File: config.mk
export PLATFORM = sky130hd
export DESIGN_NAME = imem_arbiter
export DESIGN_NICKNAME = d
export VERILOG_FILES = /design/src/rtl/imem_arbiter_pkg.sv /design/src/rtl/imem_arbiter_rr_burst_grant.sv /design/src/rtl/imem_arbiter.sv
export SDC_FILE = /design/constraint.sdc
export NUM_CORES = 1
export LEC_CHECK = 0
export CORE_MARGIN = 4
export CORE_UTILIZATION = 37
export CTS_CLUSTER_DIAMETER = 120
export DETAILED_ROUTE_END_ITERATION = 8
export PLACE_DENSITY = 0.76
export SYNTH_ARGS = -nofsm -noshare
export SYNTH_HDL_FRONTEND = slang
export SYNTH_SLANG_ARGS = --single-unit
File: constraint.sdc
create_clock -name clk -period 2.34 [get_ports clk]
set_clock_uncertainty 0.05 [all_clocks]
set_input_delay 0.351 -clock clk [delete_from_list [all_inputs] [get_ports clk]]
set_output_delay 0.351 -clock clk [all_outputs]
set_load 0.005 [all_outputs]
File: src/rtl/imem_arbiter_pkg.sv
// Shared types for the instruction-fetch arbiter: chip-enable levels, fetch
// word types, owner encoding and the arbiter state machine encoding.
package imem_arbiter_pkg;

   localparam logic CHIP_ENABLE  = 1'b1;
   localparam logic CHIP_DISABLE = 1'b0;

   typedef logic [31:0] inst_addr_t;
   typedef logic [31:0] inst_data_t;

   typedef enum logic {
      OWNER_IF  = 1'b0,
      OWNER_DBG = 1'b1
   } imem_owner_e;

   typedef enum logic [1:0] {
      ARB_IDLE = 2'd0,
      ARB_OWN0 = 2'd1,
      ARB_OWN1 = 2'd2
   } arb_state_e;

   function automatic imem_owner_e other_owner(input imem_owner_e o);
      return (o == OWNER_IF) ? OWNER_DBG : OWNER_IF;
   endfunction

   function automatic arb_state_e own_state(input imem_owner_e o);
      return (o == OWNER_IF) ? ARB_OWN0 : ARB_OWN1;
   endfunction

endpackage

File: src/rtl/imem_arbiter_rr_burst_grant.sv
// Pure combinational grant decision: round-robin between the two fetch ports
// with a per-owner burst limit, plus the next arbiter state.
module rr_burst_grant
   import imem_arbiter_pkg::*;
#(
   parameter int MAX_BURST = 4,
   parameter int CNT_W     = $clog2(MAX_BURST + 1)
) (
   input  logic              rst,
   input  logic              req0,
   input  logic              req1,
   input  arb_state_e        state,
   input  logic [CNT_W-1:0]  burst_cnt,
   input  imem_owner_e       last_owner,
   output logic              gnt0,
   output logic              gnt1,
   output arb_state_e        state_nxt,
   output logic [CNT_W-1:0]  burst_cnt_nxt,
   output imem_owner_e       last_owner_nxt
);

   localparam logic [CNT_W-1:0] CNT_MAX = CNT_W'(MAX_BURST);
   localparam logic [CNT_W-1:0] CNT_ONE = CNT_W'(1);

   logic        grant;
   imem_owner_e pick;
   imem_owner_e owner;
   logic        owner_req;
   logic        other_req;

   // NOTE: every output of this always_comb gets a default on entry; a path
   // that skips an assignment would otherwise infer a latch.
   always_comb begin
      grant          = 1'b0;
      pick           = last_owner;
      state_nxt      = ARB_IDLE;
      burst_cnt_nxt  = '0;
      last_owner_nxt = last_owner;
      owner          = (state == ARB_OWN1) ? OWNER_DBG : OWNER_IF;
      owner_req      = (owner == OWNER_IF) ? req0 : req1;
      other_req      = (owner == OWNER_IF) ? req1 : req0;

      case (state)
         ARB_IDLE: begin
            if (req0 && req1) begin
               grant = 1'b1;
               pick  = other_owner(last_owner);
            end else if (req0) begin
               grant = 1'b1;
               pick  = OWNER_IF;
            end else if (req1) begin
               grant = 1'b1;
               pick  = OWNER_DBG;
            end
         end
         default: begin
            // Hand over when the waiting port has been held off long enough
            // or the owner has stopped asking.
            if (other_req && (!owner_req || burst_cnt == CNT_MAX)) begin
               grant = 1'b1;
               pick  = other_owner(owner);
            end else if (owner_req) begin
               grant = 1'b1;
               pick  = owner;
            end
         end
      endcase

      if (rst) begin
         grant = 1'b0;
      end

      if (grant) begin
         last_owner_nxt = pick;
         state_nxt      = own_state(pick);
         if (state != own_state(pick)) begin
            burst_cnt_nxt = CNT_ONE;
         end else if (burst_cnt != CNT_MAX) begin
            burst_cnt_nxt = burst_cnt + CNT_ONE;
         end else begin
            burst_cnt_nxt = burst_cnt;
         end
      end
   end

   assign gnt0 = grant && (pick == OWNER_IF);
   assign gnt1 = grant && (pick == OWNER_DBG);

endmodule

File: src/rtl/imem_arbiter.sv
// Instruction ROM fetch arbiter: shares one combinational-read ROM between the
// IF stage (port 0) and the debug/trace reader (port 1), registered responses.
module imem_arbiter
   import imem_arbiter_pkg::*;
#(
   parameter int ADDR_W    = $bits(inst_addr_t),
   parameter int DATA_W    = $bits(inst_data_t),
   parameter int MAX_BURST = 4
) (
   input  logic              clk,
   input  logic              rst,
   input  logic              m0_req,
   input  logic [ADDR_W-1:0] m0_addr,
   output logic              m0_gnt,
   output logic              m0_rvalid,
   output logic [DATA_W-1:0] m0_rdata,
   output logic              m0_rerr,
   input  logic              m1_req,
   input  logic [ADDR_W-1:0] m1_addr,
   output logic              m1_gnt,
   output logic              m1_rvalid,
   output logic [DATA_W-1:0] m1_rdata,
   output logic              m1_rerr,
   output logic              mem_en,
   output logic [ADDR_W-1:0] mem_addr,
   input  logic [DATA_W-1:0] mem_data
);

   localparam int CNT_W = $clog2(MAX_BURST + 1);

   arb_state_e       state, state_nxt;
   logic [CNT_W-1:0] burst_cnt, burst_cnt_nxt;
   imem_owner_e      last_owner, last_owner_nxt;

   rr_burst_grant #(
      .MAX_BURST (MAX_BURST),
      .CNT_W     (CNT_W)
   ) u_grant (
      .rst            (rst),
      .req0           (m0_req),
      .req1           (m1_req),
      .state          (state),
      .burst_cnt      (burst_cnt),
      .last_owner     (last_owner),
      .gnt0           (m0_gnt),
      .gnt1           (m1_gnt),
      .state_nxt      (state_nxt),
      .burst_cnt_nxt  (burst_cnt_nxt),
      .last_owner_nxt (last_owner_nxt)
   );

   // NOTE: state is updated with non-blocking assignments so every register
   // samples pre-edge values, independent of process ordering.
   always_ff @(posedge clk) begin
      if (rst) begin
         state      <= ARB_IDLE;
         burst_cnt  <= '0;
         last_owner <= OWNER_DBG;
      end else begin
         state      <= state_nxt;
         burst_cnt  <= burst_cnt_nxt;
         last_owner <= last_owner_nxt;
      end
   end

   assign mem_en   = (m0_gnt || m1_gnt) ? CHIP_ENABLE : CHIP_DISABLE;
   assign mem_addr = m0_gnt ? m0_addr : (m1_gnt ? m1_addr : '0);

   // rdata words are cleared on reset and otherwise only load on a grant,
   // so they hold the last fetched word between responses.
   always_ff @(posedge clk) begin
      if (rst) begin
         m0_rvalid <= 1'b0;
         m1_rvalid <= 1'b0;
         m0_rerr   <= 1'b0;
         m1_rerr   <= 1'b0;
         m0_rdata  <= '0;
         m1_rdata  <= '0;
      end else begin
         m0_rvalid <= m0_gnt;
         m1_rvalid <= m1_gnt;
         m0_rerr   <= m0_gnt && (|m0_addr[1:0]);
         m1_rerr   <= m1_gnt && (|m1_addr[1:0]);
         if (m0_gnt) begin
            m0_rdata <= mem_data;
         end
         if (m1_gnt) begin
            m1_rdata <= mem_data;
         end
      end
   end

endmodule

==> summary.txt, run 1 <==
Setup path
  – Worst-path maximum fanout: 4
  – Arrival @ worst endpoint: between 2 and 2.5 ns
  – RR Startpoint: state[0]
  – Critical setup path kind: flop to primary output
  – CP Launch Type: flop
  – Worst setup path startpoint: burst_cnt[0]
  – Most numerous cell on the critical path: buf_4
  – CP Capture Type: primary output
  – Crit-path cells: inv_2 -> ha_4 -> nand2_4 -> mux2_4 -> a21oi_4 -> buf_4 -> buf_6 -> buf_4 -> mux2i_1 -> buf_2
  – Slowest stage delay, CP: 0.34 ns
  – Slowest CP cell: dfxtp_2
  – WP data required: 1.94 ns

Clock network
  – CTS Root Cell: clkbuf_8
  – Clock buffer count from CTS: 9
  – Maximum root-to-sink buffer count: 2
  – CTS tree: built
  – H-tree depth: 3
  – CTS clk-pin slew, worst paths: 0.07 ns
  – CTS sink count: between 70 and 80
  – Worst skew pair latency: 0.34 ns
  – Hold_buf cts: 0

Logic synthesis
  – Post-synthesis register bit count: 74
  – Async SR Flop Fraction: 0%
  – Most frequent cell after synthesis: dfxtp_1
  – Synth cell count leaders: dfxtp_1 (74), nand2_1 (66), nand2b_1 (65)
  – Mapped cell area: around 0.0039 mm^2
  – Top post-synthesis cells by area: dfxtp_1 (38%), mux2i_1 (16%), nand2b_1 (10%)
  – Post-synth top area share: 37.7%
  – Post-synth top area cell: dfxtp_1
  – Distinct cells, synth: 35
  – Ys flop type: dfxtp_1
  – Post-Synthesis Cells: 407
  – Syn nets: 509
  – Post-synth EDFFs: 0
  – Synth Area per Inst: 9.65 um^2
  – Part of the Yosys area used for sequential elements: 37.7%
  – Synth warn: 0

Finish
  – Diodes inserted: 0
  – Syn-to-layout area delta: 61.3%
  – Nets@finish: about 730
  – Final Non-Filler Cells: about 770
  – Fraction of layout cells with a size suffix above 1: 20.0%

Placed design
  – IO Port Bufs: 202
  – Pre-CTS setup slack: -0.351 ns
  – Placed cells: 735
  – Dpl hpwl: around 8800 um
  – Final GP Congestion: 0.939

Run status
  – Status: finished with violations
  – Failing checks: negative setup slack

Global routing
  – Grt ovf: 0
  – Vias in the first global route: 3,756
  – Antenna violations before repair: 0
  – Largest net degree at the start of global routing: 102
  – First-pass GRT wire length: 19,600 um
  – GRT Overall Usage: between 10% and 20%

STA
  – Slew @ Worst Pin: 0.803 ns
  – Achievable Freq: 393 MHz
  – Hold Slack: 0.424 ns
  – RSZ-0062 raised after global routing: yes
  – TNS Setup: -4.46 ns
  – Final min period: 2.54 ns
  – Max Slew Vio Count: 0
  – Final clock period utilization by the worst path: 109%
  – Worst rel slew slack: 46.5%
  – Final setup fails: 33
  – Worst setup margin: -0.202 ns
  – Final hold viol count: 0

Detailed routing
  – Wire per inst: ~16 um
  – DR vias: between 3,000 and 4,000
  – Antenna viol nets, final: 0
  – Via density: 4.67
  – Initial DRC count: 179
  – DRC: 0
  – Pre-antenna DRT Iters: 4
  – Final WL: 12,200 um

Power
  – Seq pwr share: 43.2%
  – Pwr/cell area: 515 mW/mm^2
  – Combinational share of power: approximately 31%
  – P_sw: 854 uW
  – Power Internal: 2.41 mW
  – Sw Share: 26.2%
  – VDD IR max: 0.000422 V
  – Leak Pwr: ~2.8 nW
  – Clock network power share: a little over a quarter

Worst hold path
  – HP Class: flop to flop
  – Hold path startpoint: m1_rdata[22]

Floorplanning
  – Initial core utilization: between 30% and 40%
  – Die height: 111 um
  – FP Rows: 37
  – Die area: roughly 0.012 mm^2
  – CORE AREA: roughly 0.010 mm^2
  – I/O pin count: around 200
  – Die Span X: 111 um

Flow run
  – MaxCap Viol Count: 0
## power groups by stage
stage,Combinational (mW),Clock (mW),Sequential (mW)
5_1_grt,1.08,0.934,1.42
3_5_place_dp,0.987,0,1.44
4_1_cts,1.04,0.889,1.41
3_3_place_gp,0.971,0,1.43
2_1_floorplan,0.419,0,1.44
6_report,1.00,0.848,1.41
## logic make-up after synthesis
| kind of cell | after synthesis | synth area share [%] |
|---|---|---|
| AO/OA/AOI/OAI | 18 | 3.50 |
| XOR/XNOR | 1 | 0.223 |
| adder cells (fa/ha/maj) | 2 | 0.637 |
| buffers and inverters | 36 | 5.38 |
| flip-flops | 74 | 37.7 |
| multiplexers | 98 | 28.5 |
| AND/OR/NAND/NOR | 178 | 24.0 |
## sequential cells by signal (all words and copies together) (netlist names)
register and cells:
m0_rdata 32, m1_rdata 32, burst_cnt 3, state 2, last_owner 1, m0_rerr 1, m0_rvalid 1, m1_rerr 1
m1_rvalid 1
## cell type report
| type | instances | area, um^2 |
|---|---|---|
| multi-input cells | 297 | 2290 |
| fillers | 918 | 3990 |
| well taps | 136 | 170 |
| repair buffers | 235 | 2210 |
| clock inverters | 3 | 15.0 |
| clock buffers | 13 | 149 |
| inverters | 7 | 26.3 |
| flip-flops and latches | 74 | 1480 |
## critical path: cells and delay by family (launching register included)
kind            cells  cell delay (ns)
flops               1             0.34
compound gates      1             0.17
buf+inv             5             0.56
fa+ha+maj           1             0.16
mux                 2             0.51
simple gates        1             0.06
## what timing repair did
item	4_1_cts	5_1_grt
resized for setup	145	11
buffers inserted	9	7
pin swaps	3	4
gates cloned	4	1
endpoints found under the setup margin	34	35
## cell usage in the layout, fill, tap and decap left out, types with 7 or more instances in the layout
cell type          n
nor2b_1           35
mux2i_1           63
buf_2             33
dfxtp_1           72
clkdlybuf4s50_1  167
mux2_4            27
nand2_1           66
clkbuf_8          10
buf_4             24
nand2b_1          65
mux2_2             7
## through the flow
stage	power [mW]	utilization [%]	cell area (um^2)
detailed placement	2.42	59.4	6130
global route	3.44	61.4	6340
finish	3.26	61.4	6340
floorplan	1.86	-	3930
global placement	2.40	59.4	6130
CTS	3.34	61.6	6360
## worst paths after layout
check / end / slack [ns] / cells past startpoint
worst max register to register: m0_rdata[0] / 0.14 / 5
worst min register to register: m1_rdata[22] / 0.42 / 2
worst max-delay path: mem_addr[31] / -0.20 / 10
worst min-delay path: m1_rdata[22] / 0.42 / 2
## per-layer routing
layer,vias to the layer above,routed length (um),track usage [%],part of all wire [%]
li1,1764,-,-,-
met3,17,1170,7.81,9.6
met5,-,0,0,0
met4,0,208,5.68,1.7
met2,143,5890,33.7,48
met1,1647,4920,21.6,40
Note: power is estimated with default switching activity, not from simulation.
==> run 2: changes to the inputs <==
- clock period: 2.34 -> 2.8 ns (I/O delays scaled with it)
==> summary.txt, run 2 (same netlist as run 1, synthesis figures left out) <==
Placed design
  – Final GP Congestion: 0.923
  – Dpl hpwl: 8750 um
  – IO Port Bufs: 202
  – Placed cells: 730

Floorplanning
  – Die height: 111 um
  – I/O pin count: 203
  – Die area: 0.0123 mm^2
  – Die Span X: about 110 um
  – Initial core utilization: 38.1%
  – CORE AREA: 0.0103 mm^2
  – FP Rows: 37

Detailed routing
  – Via density: 4.67
  – Antenna viol nets, final: 0
  – Initial DRC count: 181
  – Final WL: 12,000 um
  – DRC: 0
  – Wire per inst: between 15 and 20 um
  – DR vias: 3,531
  – Pre-antenna DRT Iters: 4

STA
  – Final clock period utilization by the worst path: 98.5%
  – Final hold viol count: 0
  – Slew @ Worst Pin: 0.798 ns
  – Achievable Freq: 363 MHz
  – Final min period: 2.76 ns
  – Max Slew Vio Count: 0
  – Final setup fails: 0
  – Worst rel slew slack: a little under half
  – RSZ-0062 raised after global routing: yes

Global routing
  – Antenna violations before repair: 0
  – Grt ovf: 0
  – First-pass GRT wire length: 19,200 um
  – Largest net degree at the start of global routing: 102
  – GRT Overall Usage: between 10% and 20%
  – Vias in the first global route: 3,650

Setup path
  – WP data required: 2.33 ns
  – Crit-path cells: inv_2 -> ha_4 -> nand2_4 -> mux2_4 -> a21oi_4 -> buf_6 -> buf_12 -> buf_12 -> mux2i_1 -> clkdlybuf4s15_1
  – Cell family with most CP delay: buffers and inverters
  – CP bufs+invs: 5
  – Critical path depth in cells: 10
  – Reg2reg setup slack: 0.55 ns
  – R2r endpoint: m0_rdata[0]
  – Slowest CP cell: dfxtp_2
  – Worst-path maximum fanout: 12
  – R2r worst-path depth: 5
  – Arrival @ worst endpoint: 2.29 ns
  – Worst setup path startpoint: burst_cnt[0]
  – CP Capture Type: primary output
  – Critical setup path kind: flop to primary output
  – Slowest stage delay, CP: 0.34 ns
  – CP Launch Type: flop
  – Worst setup endpoint: mem_addr[9]
  – Most numerous cell on the critical path: buf_12
  – RR Startpoint: state[0]

Clock network
  – CTS clk-pin slew, worst paths: 0.07 ns
  – H-tree depth: 3
  – CTS tree: built
  – Maximum root-to-sink buffer count: 2
  – Worst skew pair latency: 0.34 ns
  – CTS Root Cell: clkbuf_8
  – Clock buffer count from CTS: 9
  – CTS sink count: 74

Power
  – VDD IR max: around 0.00026 V
  – Leak Pwr: 2.83 nW
  – Final total power: 2.79 mW
  – Pwr/cell area: around 440 mW/mm^2

Worst hold path
  – HP Class: flop to flop
  – WHS Path Cells: 2

Run status
  – Status: finished clean

Flow run
  – MaxCap Viol Count: 0

Finish
  – Commonest non-fill, non-tap cell in the layout: clkdlybuf4s50_1
  – Fraction of layout cells with a size suffix above 1: 16.8%
  – Syn-to-layout area delta: 62.0%
  – Fillcell total: 890
  – Nets@finish: 717
  – Commonest cells after routing, fill and taps aside: clkdlybuf4s50_1 (168), dfxtp_1 (72), nand2_1 (66), nand2b_1 (65), mux2i_1 (63)
  – Final Non-Filler Cells: between 700 and 800
  – Diodes inserted: 0
  – Biggest regs: m0_rdata x32, m1_rdata x32, burst_cnt x3
## run 2: what timing repair did
action,in CTS,in global routing
hold buffers,0,0
resized for setup,66,37
setup endpoints to repair,33,20
cloned,2,0
setup buffers,7,3
pin swaps,2,2
## run 2: worst min path at each step
stage / start / endpoint
after floorplan: m1_rdata[0] / m1_rdata[0]
after global placement: m1_rdata[26] / m1_rdata[26]
after detailed placement: m1_rdata[16] / m1_rdata[16]
after CTS: m1_rdata[16] / m1_rdata[16]
after global routing: m1_rdata[9] / m1_rdata[9]
final: m1_rdata[3] / m1_rdata[3]
## run 2: report_power, final
| group | leakage (nW) | internal [mW] | switching [mW] |
|---|---|---|---|
| Clock | 0.0900 | 0.396 | 0.373 |
| Combinational | 2.13 | 0.535 | 0.301 |
| Sequential | 0.611 | 1.14 | 0.0445 |
| Total | 2.83 | 2.07 | 0.719 |
## run 2: through the flow
step                      worst slack [ns]  util (%)  cell area (um^2)  hold slack (ns)  TNS [ns]
after floorplan                      0.577         -              3930            0.415         0
after global placement             0.00113      59.0              6090            0.408         0
after detailed placement           -0.0175      59.0              6090            0.410   -0.0550
after CTS                           -0.137      61.4              6340            0.430    -0.928
after global routing               -0.0399      61.7              6360            0.445   -0.0556
final                               0.0419      61.7              6360            0.424         0
## run 2: layout make-up
type | count | area (um^2) | area share (%)
Clock buffer | 15 | 176 | 2.77
Clock inverter | 1 | 7.51 | 0.118
Inverter | 7 | 26.3 | 0.413
Multi-Input combinational cell | 297 | 2280 | 35.8
Sequential cell | 74 | 1480 | 23.3
Tap cell | 136 | 170 | 2.67
Timing Repair Buffer | 226 | 2220 | 34.9
## run 2: routing by layer
layer / up-vias / global-route usage (%) / wire length (um)
li1: 1744 / - / -
met1: 1642 / 21.9 / 4900
met2: 130 / 33.7 / 5920
met3: 15 / 6.39 / 1030
met4: 0 / 5.68 / 168
met5: - / 0 / 0
## run 2: worst register-to-register path, delay by kind of cell (launching register included)
kind | cells | cell delay (ns)
AOI/OAI and AO/OA | 2 | 0.38
buffers and inverters | 1 | 0.56
muxes | 1 | 0.42
DFF | 1 | 0.38
and+or+nand+nor | 1 | 0.36
